<file path="config.mk">
export PLATFORM = sky130hd
export DESIGN_NAME = modport_router
export DESIGN_NICKNAME = d
export VERILOG_FILES = /design/src/rtl/modport_router.sv
export SDC_FILE = /design/constraint.sdc
export NUM_CORES = 1
export LEC_CHECK = 0
export BUFFER_PORTS_ARGS = -buffer_cell sky130_fd_sc_hd__clkbuf_2
export CORE_ASPECT_RATIO = 1.25
export CORE_MARGIN = 3
export CORE_UTILIZATION = 35
export CTS_BUF_LIST = sky130_fd_sc_hd__clkbuf_8
export DETAILED_ROUTE_END_ITERATION = 12
export PLACE_DENSITY = 0.58
export SETUP_SLACK_MARGIN = 0.2
export SLEW_MARGIN = 40
export SYNTH_ARGS = -nofsm -noshare
export SYNTH_HDL_FRONTEND = slang
export SYNTH_SLANG_ARGS = --single-unit
export TNS_END_PERCENT = 10
</file>
<file path="constraint.sdc">
create_clock -name clock -period 2.75 [get_ports clock]
set_input_delay 0.4125 -clock clock [delete_from_list [all_inputs] [get_ports clock]]
set_output_delay 0.4125 -clock clock [all_outputs]
set_load 0.005 [all_outputs]
</file>
<file path="src/rtl/modport_router.sv">
// modport_router: one output slice of the 1x3 packet router; parity-checks packets,
// buffers those addressed to PORT_ADDR in a byte FIFO and flushes unread data on timeout.
module modport_router #(
   parameter logic [1:0] PORT_ADDR  = 2'd0,
   parameter int         FIFO_DEPTH = 16,
   parameter int         TIMEOUT    = 30
) (
   input  logic       clock,
   input  logic       resetn,
   input  logic [7:0] data_in,
   input  logic       pkt_valid,
   input  logic       read_enb,
   output logic       busy,
   output logic       error,
   output logic       valid_out,
   output logic [7:0] data_out
);
   localparam int AW = $clog2(FIFO_DEPTH);
   localparam int TW = $clog2(TIMEOUT + 1);
   typedef enum logic [1:0] {IDLE, LOAD, CHECK, DROP} state_t;
   state_t state;
   logic [7:0] mem [FIFO_DEPTH];
   logic [AW-1:0] wptr, rptr;
   logic [AW:0] count;
   logic [TW-1:0] tcnt;
   logic [7:0] parity_acc, parity;
   logic full, wr, rd, flush;
   assign full      = count == (AW+1)'(FIFO_DEPTH);
   assign busy      = full || state == CHECK;
   assign valid_out = count != 0;
   assign wr        = !busy && pkt_valid && ((state == IDLE && data_in[1:0] == PORT_ADDR) || state == LOAD);
   assign rd        = read_enb && valid_out;
   assign flush     = valid_out && !read_enb && tcnt == TW'(TIMEOUT - 1);
   always_ff @(posedge clock)
      if (wr) mem[wptr] <= data_in;
   always_ff @(posedge clock) begin
      if (resetn) begin
         wptr       <= '0;
         rptr       <= '0;
         count      <= '0;
         tcnt       <= '0;
         parity_acc <= '0;
         parity     <= '0;
         error      <= 1'b0;
         data_out   <= '0;
         state      <= IDLE;
      end else begin
         if (wr) wptr <= wptr + AW'(1);
         if (rd) data_out <= mem[rptr];
         // a flush drops everything, including a byte written on the same edge
         rptr  <= flush ? wptr + AW'(wr) : rptr + AW'(rd);
         count <= flush ? '0 : count + (AW+1)'(wr) - (AW+1)'(rd);
         tcnt  <= (rd || !valid_out || flush) ? '0 : tcnt + TW'(1);
         unique case (state)
            IDLE:
               if (!busy && pkt_valid) begin
                  parity_acc <= data_in;
                  state      <= data_in[1:0] == PORT_ADDR ? LOAD : DROP;
               end
            LOAD:
               if (!busy) begin
                  if (pkt_valid) parity_acc <= parity_acc ^ data_in;
                  else begin
                     parity <= data_in;
                     state  <= CHECK;
                  end
               end
            CHECK: begin
               error <= parity_acc != parity;
               state <= IDLE;
            end
            DROP:
               if (!busy && !pkt_valid) state <= IDLE;
         endcase
      end
   end
endmodule

</file>
; Word-level counts from Yosys, hierarchy flattened
; Memories as Yosys holds them, arrays and structs flattened. A register that Yosys moved wholly into a read port is not among the register bits.
; Cells that the tools add are included.
[word_totals]
regBits = 37
ramBits = 128
input_bits = 12
out_inout_bits = 11
wordCells = 66
n_memories = 1
[op_classes]
add_sub_neg = 6
eq_ne = 11
mux = 13
n_bitwise = 3
reduce_logical = 24
[mem_list]
columns = name, depth, width, read_ports, rd_ports_with_merged_regs, wr, line_no
row1 = mem, 16, 8, 1, 1, 1, 22  ; logic [7:0] mem [FIFO_DEPTH];
[ops]
columns = cell, count
row1 = $mux W8, 3
row2 = $pmux W8 S2, 1
row3 = $eq A5 B5 Y1 const B, 2
row4 = $mux W2, 5
row5 = $add A4 B1 Y4, 2
row6 = $ne A2 B2 Y1 const B, 4
row7 = $ne A8 B8 Y1, 1
row8 = $pmux W2 S4, 1
row9 = $reduce_and A4 Y1, 2
row10 = $xor A8 B8 Y8, 1
row11 = $logic_and A1 B1 Y1, 7
row12 = $add A5 B1 Y5, 1
row13 = $add A5 B1 Y5 const B, 1
row14 = $reduce_bool A5 Y1, 1
row15 = $sub A5 B1 Y5, 1
row16 = $add A4 B1 Y4 const B, 1
row17 = $eq A2 B2 Y1 const B, 2
row18 = $logic_not A1 Y1, 4
row19 = $logic_not A2 Y1, 2
row20 = $logic_or A1 B1 Y1, 4
row21 = $mux W4, 1
row22 = $reduce_or A2 Y1, 2
row23 = $reduce_and A3 Y1, 1
row24 = $eq A2 B1 Y1 const B, 1
row25 = 4 further kinds, 6

; Logic depth before layout (Yosys ltp)
; Gate-level depths: netlist of the first run.
[logic_depth]
word_depth = 7
depth_mapped = 15

; Worst setup path after synthesis of the first run
; No wires, ideal clock.
[synth_path]
path_kind = register to register
from = register count[2]
to = register count[4]
t_arrival_ps = 2684
required_ps = 2629
slack_ps = -55
path_stages_with_launch = 16
path_buffers = 1
path_cell_list = dfxtp_1 -> inv_1 -> ha_1 -> and4bb_1 -> buf_4 -> nor3_4 -> inv_1 -> ha_1 -> inv_1 -> ha_1 -> inv_1 -> fa_1 -> nand2b_1 -> a21oi_1 -> o21ai_0 -> nor3b_1
[synth_via]
elab_chain_len = 7
elab_cells_between_ends = 12
classes_between = add/sub: 2 / eq/ne: 1 / reduce/logical: 9
[synth_rtl]
columns = element, line_no
row1 = from (decl), 24  ; logic [AW:0] count;
row2 = from (signal assigned), 52  ; count <= flush ? '0 : count + (AW+1)'(wr) - (AW+1)'(rd);
row3 = $eq A5 B5 Y1, 28  ; assign full = count == (AW+1)'(FIFO_DEPTH);
row4 = $logic_or A1 B1 Y1, 29  ; assign busy = full || state == CHECK;
row5 = $logic_not A1 Y1, 31  ; assign wr = !busy && pkt_valid && ((state == IDLE && data_in[1:0] == PORT_ADDR) || state == LOAD);
row6 = $logic_and A1 B1 Y1 (2 in series), 31
row7 = named net wr, 27  ; logic full, wr, rd, flush;
row8 = $add A5 B1 Y5, 52
row9 = $sub A5 B1 Y5, 52
; The timed path passes the listed nets, and every way through them passes these cells.
; A chain may end at the register's enable or synchronous reset.

; Worst setup path after layout of the first run
[layout_path]
from = register count[3]
to = register count[4]
[layout_via]
elab_cells_between_ends = 12
classes_between = add/sub: 2 / eq/ne: 1 / reduce/logical: 9
[layout_lines]
columns = element, line_no
row1 = $reduce_bool A5 Y1, 30  ; assign valid_out = count != 0;
row2 = $logic_and A1 B1 Y1, 32  ; assign rd = read_enb && valid_out;
row3 = named net rd, 27
row4 = $sub A5 B1 Y5, 52
; The timed path passes the listed nets, and every way through them passes these cells.

==> results of run 1 <==
[cell type report]
class	count	share of cell area, %
flip-flops and latches	173	56.9
multi-input cells	246	28.4
repair buffers	65	5.34
well taps	270	4.05
clock buffers	17	2.80
clock inverters	15	1.90
inverters	14	0.630
[kinds of logic after synthesis]
logic type / synth area share, %
adder cells (fa/ha/maj): 3.06
multiplexers: 13.8
buffers and inverters: 2.21
AND/OR/NAND/NOR: 9.33
XOR/XNOR: 2.55
flip-flops: 65.9
AO/OA/AOI/OAI: 3.25
[stage by stage]
step / utilization [%] / power (uW)
after floorplan: - / 3950
after global placement: 38.6 / 4270
after detailed placement: 38.6 / 4340
after CTS: 41.3 / 6330
after global routing: 41.4 / 6620
final: 41.4 / 6270
[placed cells by master, fill, tap and decap left out, types with 4 or more instances in the layout]
master and count:
nor2b_1 9, buf_4 42, nand2_1 4, clkbuf_8 17
inv_1 9, xnor2_1 7, nor3_1 6, edfxtp_1 128
xor2_1 14, nor2_1 41, o21ai_0 8, ha_1 13
inv_6 5, mux4_2 32, inv_2 5, clkbuf_2 22
a31oi_1 8, o221ai_1 8, nand3b_1 24, mux2i_1 27
dfxtp_1 42, nand3_1 6
[sequential cells by signal (all words and copies together), names as in the netlist]
name,cells
wptr,4
tcnt,5
mem,128
state,2
parity_acc,8
error,1
count,5
rptr,4
data_out,8
parity,8
[what timing repair did]
| item | 4_1_cts | 5_1_grt |
|---|---|---|
| resized for setup | 7 | 1 |
| endpoints found under the hold margin | 0 | 0 |
| setup buffers | 15 | 0 |
| pin swaps | 6 | 0 |
| endpoints found under the setup margin | 1 | 10 |
[path summary, 6_finish.rpt]
| path | to | slack, ns | depth (start not counted) |
|---|---|---|---|
| worst max register to register | count[4]$_SDFF_PP0_ | 0.22 | 15 |
| worst min register to register | tcnt[0]$_SDFF_PP0_ | 0.47 | 1 |
| worst max-delay path | count[4]$_SDFF_PP0_ | 0.22 | 15 |
| worst min-delay path | mem[3][0]$_DFFE_PP_ | 0.28 | 1 |
[metal layers]
layer  track usage, %  vias up
met5                0        -
met2             24.5       66
met4             5.31        0
li1                 -     1867
met3             3.39       23
met1             16.9     2038
[cells in the mapped netlist, drive strengths merged (10+ instances only)]
cell type / instances
mux4: 32
nand3b: 24
xor2: 14
inv: 14
o21ai: 10
ha: 16
dfxtp: 45
clkbuf: 13
buf: 10
edfxtp: 128
mux2i: 27
nor2: 42
[power by group]
group          switching, uW  internal, uW  total, uW
clock network            935           818       1750
logic                    710           710       1420
registers                134          2960       3100
total                   1780          4490       6270
[worst max-delay path: cells and delay by family, from the launching register on]
kind,cells,cell delay (ns)
fa+ha+maj,4,0.88
compound gates,2,0.24
buf+inv,5,0.32
flops,1,0.33
simple gates,4,0.65
==> summary.md, run 1 <==
| Metric | Value |
|---|---|
| Max incr delay on CP | 0.34 ns |
| Placed instance count | 753 |
| WL per Instance | 18.7 um |
| Worst-margin pin slew | 0.633 ns |
| Register area | 4750 um2 |
| Chip height | 166 um |
| Met3 WL post-DR | 507 um |
| IO Count | 23 |
| Via Count | 3994 |
| Setup TNS | 0 ns |
| Core Region | 20200 um2 |
| Max Root-Sink Buffers | 2 |
| FP Rows | 58 |
| Vias in the first global route | 4270 |
| Most used cell, CP | inv_2 |
| Worst Setup End Kind | register |
| Final worst-path cycle share | 91.8% |
| Final instance count without filler cells | 800 |
| Critical-path cell list | inv_2, ha_4, nor4b_4, inv_2, nand2_2, inv_2, ha_4, inv_1, ha_2, inv_2, fa_2, nand2b_4, a21oi_4, o21ai_1, nor3b_2 |
| Mapped Cells | 456 |
| Final nets | 546 |
| IO buf count | 22 |
| Top cells by area, synth | edfxtp_1 53%, dfxtp_1 13%, mux4_2 10% |
| Clock Latency Late Sink | 0.45 ns |
| Dpl hpwl | 9.93 mm |
| Initial Utilization | 35.7% |
| Rel. slew slack | 57.6% |
| Worst hold margin | 0.279 ns |
| CTS root buf | clkbuf_8 |
| Post-synth top area share | 53.4% |
| Max Freq | 396 MHz |
| LEAKAGE | 0.00278 uW |
| Dpl ws | 0.0371 ns |
| Synth Flop Type | edfxtp_1 |
| R2R Path Start | count[3]$_SDFF_PP0_ |
| Final setup vio count | 0 |
| Vias per Instance | 4.99 |
| PwrDens | 751 nW/um2 |
| Avg Inst Size Synth | 15.8 um2 |
| EDFF count, synth | 128 |
| Synth area leader | edfxtp_1 |
| Slowest CP cell | fa_2 |
| Post-Layout Inst Area | 8340 um2 |
| Syn nets | 485 |
| Critical Path Start Type | register |
| Area of the multi-input gates | 2370 um2 |
| Die width | 134 um |
| Final hold viol count | 0 |
| Ys async rst share | 0% |
| Yosys warning count | 0 |
| Clk sinks | 173 |
| Antenna Cells | 0 |
| 1st-iter DRT viols | 371 |
| Yosys cell types | 46 |
| Layout area overhead | 15.8% |
| Min Tclk post-route | 2.53 ns |
| Total Routed Length | 15.0 mm |
| Gpl congestion | 0.727 |
| First-pass GRT wire length | 23.9 mm |
| Total CTS buffers | 17 |
| Post-Synthesis Cell Area | 7200 um2 |
| Share of layout cells above drive strength 1 | 29.6% |
| DR pass1 iterations | 4 |
| Largest net degree at the start of global routing | 35 |
| CTS tree | done |
| Register area share after synthesis | 65.9% |
| Hold Crit Start | data_in[0] |
| Flop and latch count out of synthesis | 173 |
| Antenna violations before repair | 0 |
| Max cap viols | 0 |
| Worst EP required | 3.09 ns |
| Crit path from | count[3]$_SDFF_PP0_ |
| Placed Area | 7790 um2 |
| Remaining global-route overflow | 0 |
| H-tree depth | 4 |
| RSZ-0062 raised after global routing | true |
| Crit path max fanout | 3 |
| Met1 Wirelength | 6.30 mm |
| Run status | finished clean |
| Met2 wire length | 7.85 mm |
| Crit path kind | register to register |
| DRC | 0 |
| Final ANT Viol Nets | 0 |
| Hold Crit Class | input port to register |
| Fillers | 1887 |
| Setup Skew | 0.0105 ns |
| GRT Util Overall | 14.1% |
| Clock-pin slew of the registers on the worst-case setup and hold paths | 0.09 ns |
| Die ar. | 22400 um2 |
| Max VDD drop | 500 uV |
| Slew Viols, Final | 0 |
| Worst setup margin | 0.224 ns |
| Top Layer Used | met4 |
| Cts hold-fix bufs | 0 |
| Crit path DAT | 2.87 ns |
Power figures use the tool's default switching activity.
==> run 2, diff against run 1 <==
--- a/config.mk
+++ b/config.mk
@@ -5,6 +5,7 @@
 export SDC_FILE = /design/constraint.sdc
 export NUM_CORES = 1
 export LEC_CHECK = 0
+export ABC_AREA = 1
 export BUFFER_PORTS_ARGS = -buffer_cell sky130_fd_sc_hd__clkbuf_2
 export CORE_ASPECT_RATIO = 1.25
 export CORE_MARGIN = 3
==> run 2 against run 1 <==
  * Sequential cell count unchanged
  * Cell area up 5.4%
  * Die area up 8.2%
  * First-iteration DRC count up 30%
  * Critical path depth up 3
  * Combinational power up 43%
  * Cell count up 46%
  * Hold slack better by 0.096 ns
  * Utilization down 0.96 points
  * Count of clock-buffer cells in the layout up 1
  * Worst setup slack better by 0.080 ns
  * Fmax up 3.3%
  * Critical path type unchanged
  * Largest power group unchanged
==> summary.md, run 2 <==
| Metric | Value |
|---|---|
| Run status | finished clean |
| Final instance count without filler cells | 1171 |
| Met1 Wirelength | 7.64 mm |
| DRC | 0 |
| Fillers | 2179 |
| Met2 wire length | 8.59 mm |
| Post-synthesis xor/xnor area fraction | 2.69% |
| Worst-margin pin slew | 0.743 ns |
| Top cells by area, synth | edfxtp_1 49%, nand2_1 13%, dfxtp_1 12% |
| Antenna Cells | 0 |
| Post-synthesis compound-gate area fraction | 2.98% |
| CTS root buf | clkbuf_8 |
| Post-synthesis mux area share | 0% |
| Register area | 4750 um2 |
| WL per Instance | 14.8 um |
| Slowest CP cell | fa_2 |
| Clock Power Share | 25.6% |
| Final worst-path cycle share | 88.9% |
| Switching part of the total | 34.4% |
| GRT Util Overall | 14.5% |
| Via Count | 5467 |
| Synth cell count leaders | 268 x nand2_1, 128 x edfxtp_1, 103 x inv_1, 100 x nand3_1, 54 x nor2_1 |
| Yosys cell types | 33 |
| Final hold viol count | 0 |
| Met3 WL post-DR | 596 um |
| Die ar. | 24200 um2 |
| CTS tree | done |
| Commonest non-fill, non-tap cell in the layout | nand2_1 |
| Clk sinks | 173 |
| Max reg flops | 128 |
| NetSw | 2360 uW |
| Total Routed Length | 17.3 mm |
| Post-synth top area share | 49.2% |
| Max incr delay on CP | 0.37 ns |
| Most flops, register | mem |
| Crit path max fanout | 4 |
| Max Root-Sink Buffers | 2 |
| 1st-iter DRT viols | 481 |
| Crit path kind | register to register |
| Placed instance count | 1135 |
| Synth area leader | edfxtp_1 |
| Post-Synthesis Cell Area | 7820 um2 |
| Rel. slew slack | 50.4% |
| H-tree depth | 4 |
| Critical Path Start Type | register |
| Flop pwr share | 44.9% |
| Register area share after synthesis | 60.7% |
| Setup Skew | 0.0127 ns |
| Initial Utilization | 35.9% |
| Core Util, Final | 40.4% |
| Clock Latency Late Sink | 0.46 ns |
| Share of layout cells above drive strength 1 | 13.0% |
| DR pass1 iterations | 5 |
| Max VDD drop | 418 uV |
| RSZ-0062 raised after global routing | true |
| FP Rows | 60 |
| Synth Area in Simple Gates | 23.7% |
| EDFF count, synth | 128 |
| Yosys warning count | 0 |
| Max cap viols | 0 |
| Logic pwr share | 29.6% |
| Most common cell in the synthesized netlist | nand2_1 |
| Largest family of logic cells by synthesized area | simple AND/OR/NAND/NOR gates |
| PwrDens | 781 nW/um2 |
| Cts hold-fix bufs | 0 |
| Final nets | 908 |
| Largest net degree at the start of global routing | 66 |
| Clock-pin slew of the registers on the worst-case setup and hold paths | 0.09 ns |
| Min Tclk post-route | 2.45 ns |
| Crit path DAT | 2.80 ns |
| Ys async rst share | 0% |
| Critical-path cell list | inv_2, ha_4, nand4_1, nand2_4, inv_4, nand3b_1, ha_1, inv_1, ha_2, inv_2, fa_2, inv_2, a21oi_2, nor2_1, nor2_1, xor2_1, inv_1, nor2_1 |
| Final setup vio count | 0 |
| Hold Crit Class | input port to register |
| Die width | 140 um |
| Antenna violations before repair | 0 |
| Synth Flop Type | edfxtp_1 |
| Dpl hpwl | 11.1 mm |
| Chip height | 173 um |
| Synth Area in Adders | 2.82% |
| Total CTS buffers | 17 |
| Syn nets | 867 |
| Internal Power | 4510 uW |
| Mapped Cells | 838 |
| Setup TNS | 0 ns |
| Avg Inst Size Synth | 9.33 um2 |
| Worst EP required | 3.10 ns |
| Max Freq | 409 MHz |
| Vias in the first global route | 5092 |
| Layout area overhead | 12.5% |
| Gpl congestion | 0.766 |
| Vias per Instance | 4.67 |
| Most frequent cells in the layout | 268 x nand2_1, 128 x edfxtp_1, 100 x nand3_1 |
| Remaining global-route overflow | 0 |
| Area of the multi-input gates | 2540 um2 |
| Slew Viols, Final | 0 |
| Reg2Reg Setup Slack | 0.30 ns |
| CP delay by family, top | adder cells |
| First-pass GRT wire length | 27.5 mm |
| Final ANT Viol Nets | 0 |
| IO buf count | 22 |
| LEAKAGE | 0.00370 uW |
| Flop and latch count out of synthesis | 173 |
| Worst Setup End Kind | register |
| IO Count | 23 |
| Top Layer Used | met4 |
| Crit path buffers/inverters | 6 |
| Core Region | 21800 um2 |
==> run 2: layout make-up <==
type	instances	share of cell area, %
Clock buffer	18	2.82
Clock inverter	14	1.64
Inverter	110	4.72
Multi-Input combinational cell	525	28.9
Sequential cell	173	54.0
Tap cell	279	3.97
Timing Repair Buffer	52	3.96
==> run 2: metrics by stage <==
| stage | hold WS (ns) | area, um2 | total power [uW] | worst slack, ns |
|---|---|---|---|---|
| floorplan | 0.433 | 7820 | 4520 | 0.215 |
| global placement | 0.451 | 8350 | 5080 | 0.160 |
| detailed placement | 0.460 | 8350 | 5100 | 0.131 |
| global route | 0.377 | 8790 | 7320 | 0.137 |
| CTS | 0.354 | 8740 | 6860 | 0.210 |
| finish | 0.375 | 8790 | 6870 | 0.304 |
==> run 2: power by group through the flow <==
stage / logic, uW / registers [uW] / clock network, uW
global route: 2320 / 3100 / 1910
global placement: 1940 / 3130 / 0
detailed placement: 1960 / 3140 / 0
finish: 2030 / 3080 / 1760
floorplan: 1400 / 3120 / 0
CTS: 1980 / 3080 / 1800
==> run 2: worst min-delay path, cell delays in order <==
cell and delay, ns:
clkbuf_2 0.09, inv_1 0.04, nand2_1 0.05, inv_1 0.07, nand3_1 0.07, a21oi_1 0.06
==> run 2: logic make-up (layout without fill, tap and decap cells) <==
kind of cell               count (synthesis)  count (layout)
and+or+nand+nor                          439             439
DFF                                      173             173
buffers and inverters                    140             194
AOI/OAI and AO/OA                         45              45
xor gates and xnor gates                  24              24
adders and majority gates                 17              17
==> run 2: worst paths after layout <==
path	start	end	cells after the start
worst min register to register	tcnt[0]$_SDFF_PP0_	tcnt[0]$_SDFF_PP0_	1
worst max-delay path	count[3]$_SDFF_PP0_	count[4]$_SDFF_PP0_	18
worst max register to register	count[3]$_SDFF_PP0_	count[4]$_SDFF_PP0_	18
worst min-delay path	read_enb	rptr[0]$_SDFF_PP0_	6
==> run 2: timing repair <==
item                                    CTS  global route
pin swaps                                 1             7
endpoints found under the setup margin    1             2
gates resized for setup                   1            12
buffers inserted                          0             4
==> run 2: layer usage <==
metal / vias up / track usage [%]
li1: 2772 / -
met1: 2559 / 19.1
met2: 108 / 23.5
met3: 28 / 2.43
met4: 0 / 6.50
met5: - / 0
==> run 3, diff against run 2 <==
--- a/config.mk
+++ b/config.mk
@@ -12,10 +12,11 @@
 export CORE_UTILIZATION = 35
 export CTS_BUF_LIST = sky130_fd_sc_hd__clkbuf_8
 export DETAILED_ROUTE_END_ITERATION = 12
+export MAX_ROUTING_LAYER = met4
 export PLACE_DENSITY = 0.58
 export SETUP_SLACK_MARGIN = 0.2
 export SLEW_MARGIN = 40
 export SYNTH_ARGS = -nofsm -noshare
 export SYNTH_HDL_FRONTEND = slang
 export SYNTH_SLANG_ARGS = --single-unit
-export TNS_END_PERCENT = 10
+export TNS_END_PERCENT = 100
==> run 3 against run 2 <==
  * Cell area unchanged
  * Critical path depth unchanged
  * Largest cell class unchanged
  * Critical endpoint unchanged
  * Register-to-register slack about the same
  * Hold slack improved by 0.0029 ns
  * Highest routed layer unchanged
  * Clock power is essentially flat
  * Worst setup slack is essentially flat
==> summary.md, run 3 (synthesis gave the netlist of run 2 again) <==
| Metric | Value |
|---|---|
| Run status | finished clean |
| Chip height | 173 um |
| Max cap viols | 0 |
| Gpl congestion | 0.776 |
| Clock Latency Late Sink | 0.46 ns |
| First-pass GRT wire length | 27.5 mm |
| FP Rows | 60 |
| DR pass1 iterations | 5 |
| Max Freq | 409 MHz |
| Max VDD drop | 418 uV |
| Most frequent cells in the layout | 268 x nand2_1, 128 x edfxtp_1, 100 x nand3_1 |
| CTS tree | done |
| Slew Viols, Final | 0 |
| Final worst-path cycle share | 88.9% |
| Largest net degree at the start of global routing | 66 |
| Dpl hpwl | 11.1 mm |
| Clk sinks | 173 |
| Core Region | 21800 um2 |
| Total Routed Length | 17.4 mm |
| Min Tclk post-route | 2.45 ns |
| Final nets | 908 |
| Power Total | 6870 uW |
| Most flops, register | mem |
| Clock-pin slew of the registers on the worst-case setup and hold paths | 0.09 ns |
| Hold Crit Class | input port to register |
| Worst Setup End Kind | register |
| Final ANT Viol Nets | 0 |
| PwrDens | 781 nW/um2 |
| DRC | 0 |
| H-tree depth | 4 |
| Initial Utilization | 35.9% |
| Worst hold margin | 0.378 ns |
| Antenna Cells | 0 |
| Commonest non-fill, non-tap cell in the layout | nand2_1 |
| IO Count | 23 |
| Share of layout cells above drive strength 1 | 13.0% |
| Setup TNS | 0 ns |
| Layout area overhead | 12.5% |
| Worst setup margin | 0.304 ns |
| Worst-margin pin slew | 0.741 ns |
| RSZ-0062 raised after global routing | true |
| Total CTS buffers | 17 |
| Crit path DAT | 2.80 ns |
| Vias in the first global route | 5083 |
| Worst EP required | 3.10 ns |
| IO buf count | 22 |
| CTS root buf | clkbuf_8 |
| Antenna violations before repair | 0 |
| Remaining global-route overflow | 0 |
| Crit path kind | register to register |
| Vias per Instance | 4.66 |
| Max Root-Sink Buffers | 2 |
| Setup Skew | 0.0133 ns |
| Die ar. | 24200 um2 |
| GRT Util Overall | 15.0% |
| LEAKAGE | 0.00370 uW |
| Final hold viol count | 0 |
| 1st-iter DRT viols | 474 |
| Die width | 140 um |
| Cts hold-fix bufs | 0 |
| Final setup vio count | 0 |
| Core Util, Final | 40.4% |
| Rel. slew slack | 50.6% |
| Fillers | 2179 |
| Crit path max fanout | 4 |
| Critical Path Start Type | register |
| Dpl ws | 0.131 ns |
| WL per Instance | 14.8 um |
| Max reg flops | 128 |
| Via Count | 5456 |
## run 3: layer usage
layer / track usage [%] / routed length (um) / up-vias
met2: 23.6 / 8670 / 105
met5: - / 0 / -
met1: 19.0 / 7610 / 2549
met4: 6.38 / 497 / 0
li1: - / - / 2774
met3: 2.57 / 578 / 28
## run 3: what timing repair did
item,4_1_cts,5_1_grt
pin swaps,1,7
buffers inserted,0,4
resized for setup,1,12
endpoints found under the setup margin,1,2
## run 3: worst paths after layout
path                          to                 from  cells after the start  slack, ns
max          count[4]$_SDFF_PP0_  count[3]$_SDFF_PP0_                     18       0.30
min           rptr[0]$_SDFF_PP0_             read_enb                      6       0.38
max reg2reg  count[4]$_SDFF_PP0_  count[3]$_SDFF_PP0_                     18       0.30
min reg2reg   tcnt[0]$_SDFF_PP0_   tcnt[0]$_SDFF_PP0_                      1       0.48
## run 3: critical path, stage by stage, from the launching register on
cell and delay, ns:
dfxtp_2 0.34, inv_2 0.05, ha_4 0.15, nand4_1 0.12, nand2_4 0.08, inv_4 0.08
nand3b_1 0.10, ha_1 0.28, inv_1 0.06, ha_2 0.17, inv_2 0.04, fa_2 0.37
inv_2 0.07, a21oi_2 0.04, nor2_1 0.10, nor2_1 0.06, xor2_1 0.13, inv_1 0.05
nor2_1 0.03
## run 3: area by class of cell
cell class,instances,area (um2),area share [%]
well taps,279,349,3.97
flip-flops and latches,173,4750,54.0
multi-input cells,525,2540,28.9
clock buffers,18,248,2.82
clock inverters,14,144,1.64
repair buffers,52,348,3.96
inverters,110,415,4.72
## run 3: through the flow
step                      std cells  cell area (um2)
final                          1171             8790
after global routing           1171             8790
after CTS                      1167             8740
after floorplan                 838             7820
after detailed placement       1135             8350
after global placement         1135             8350
## run 3: where the power goes
group	leakage [uW]	total (uW)	switching, uW	internal, uW
sequential	0.00152	3080	116	2970
combinational	0.00200	2030	1320	712
clock	0.000179	1750	924	828
total	0.00370	6870	2360	4510
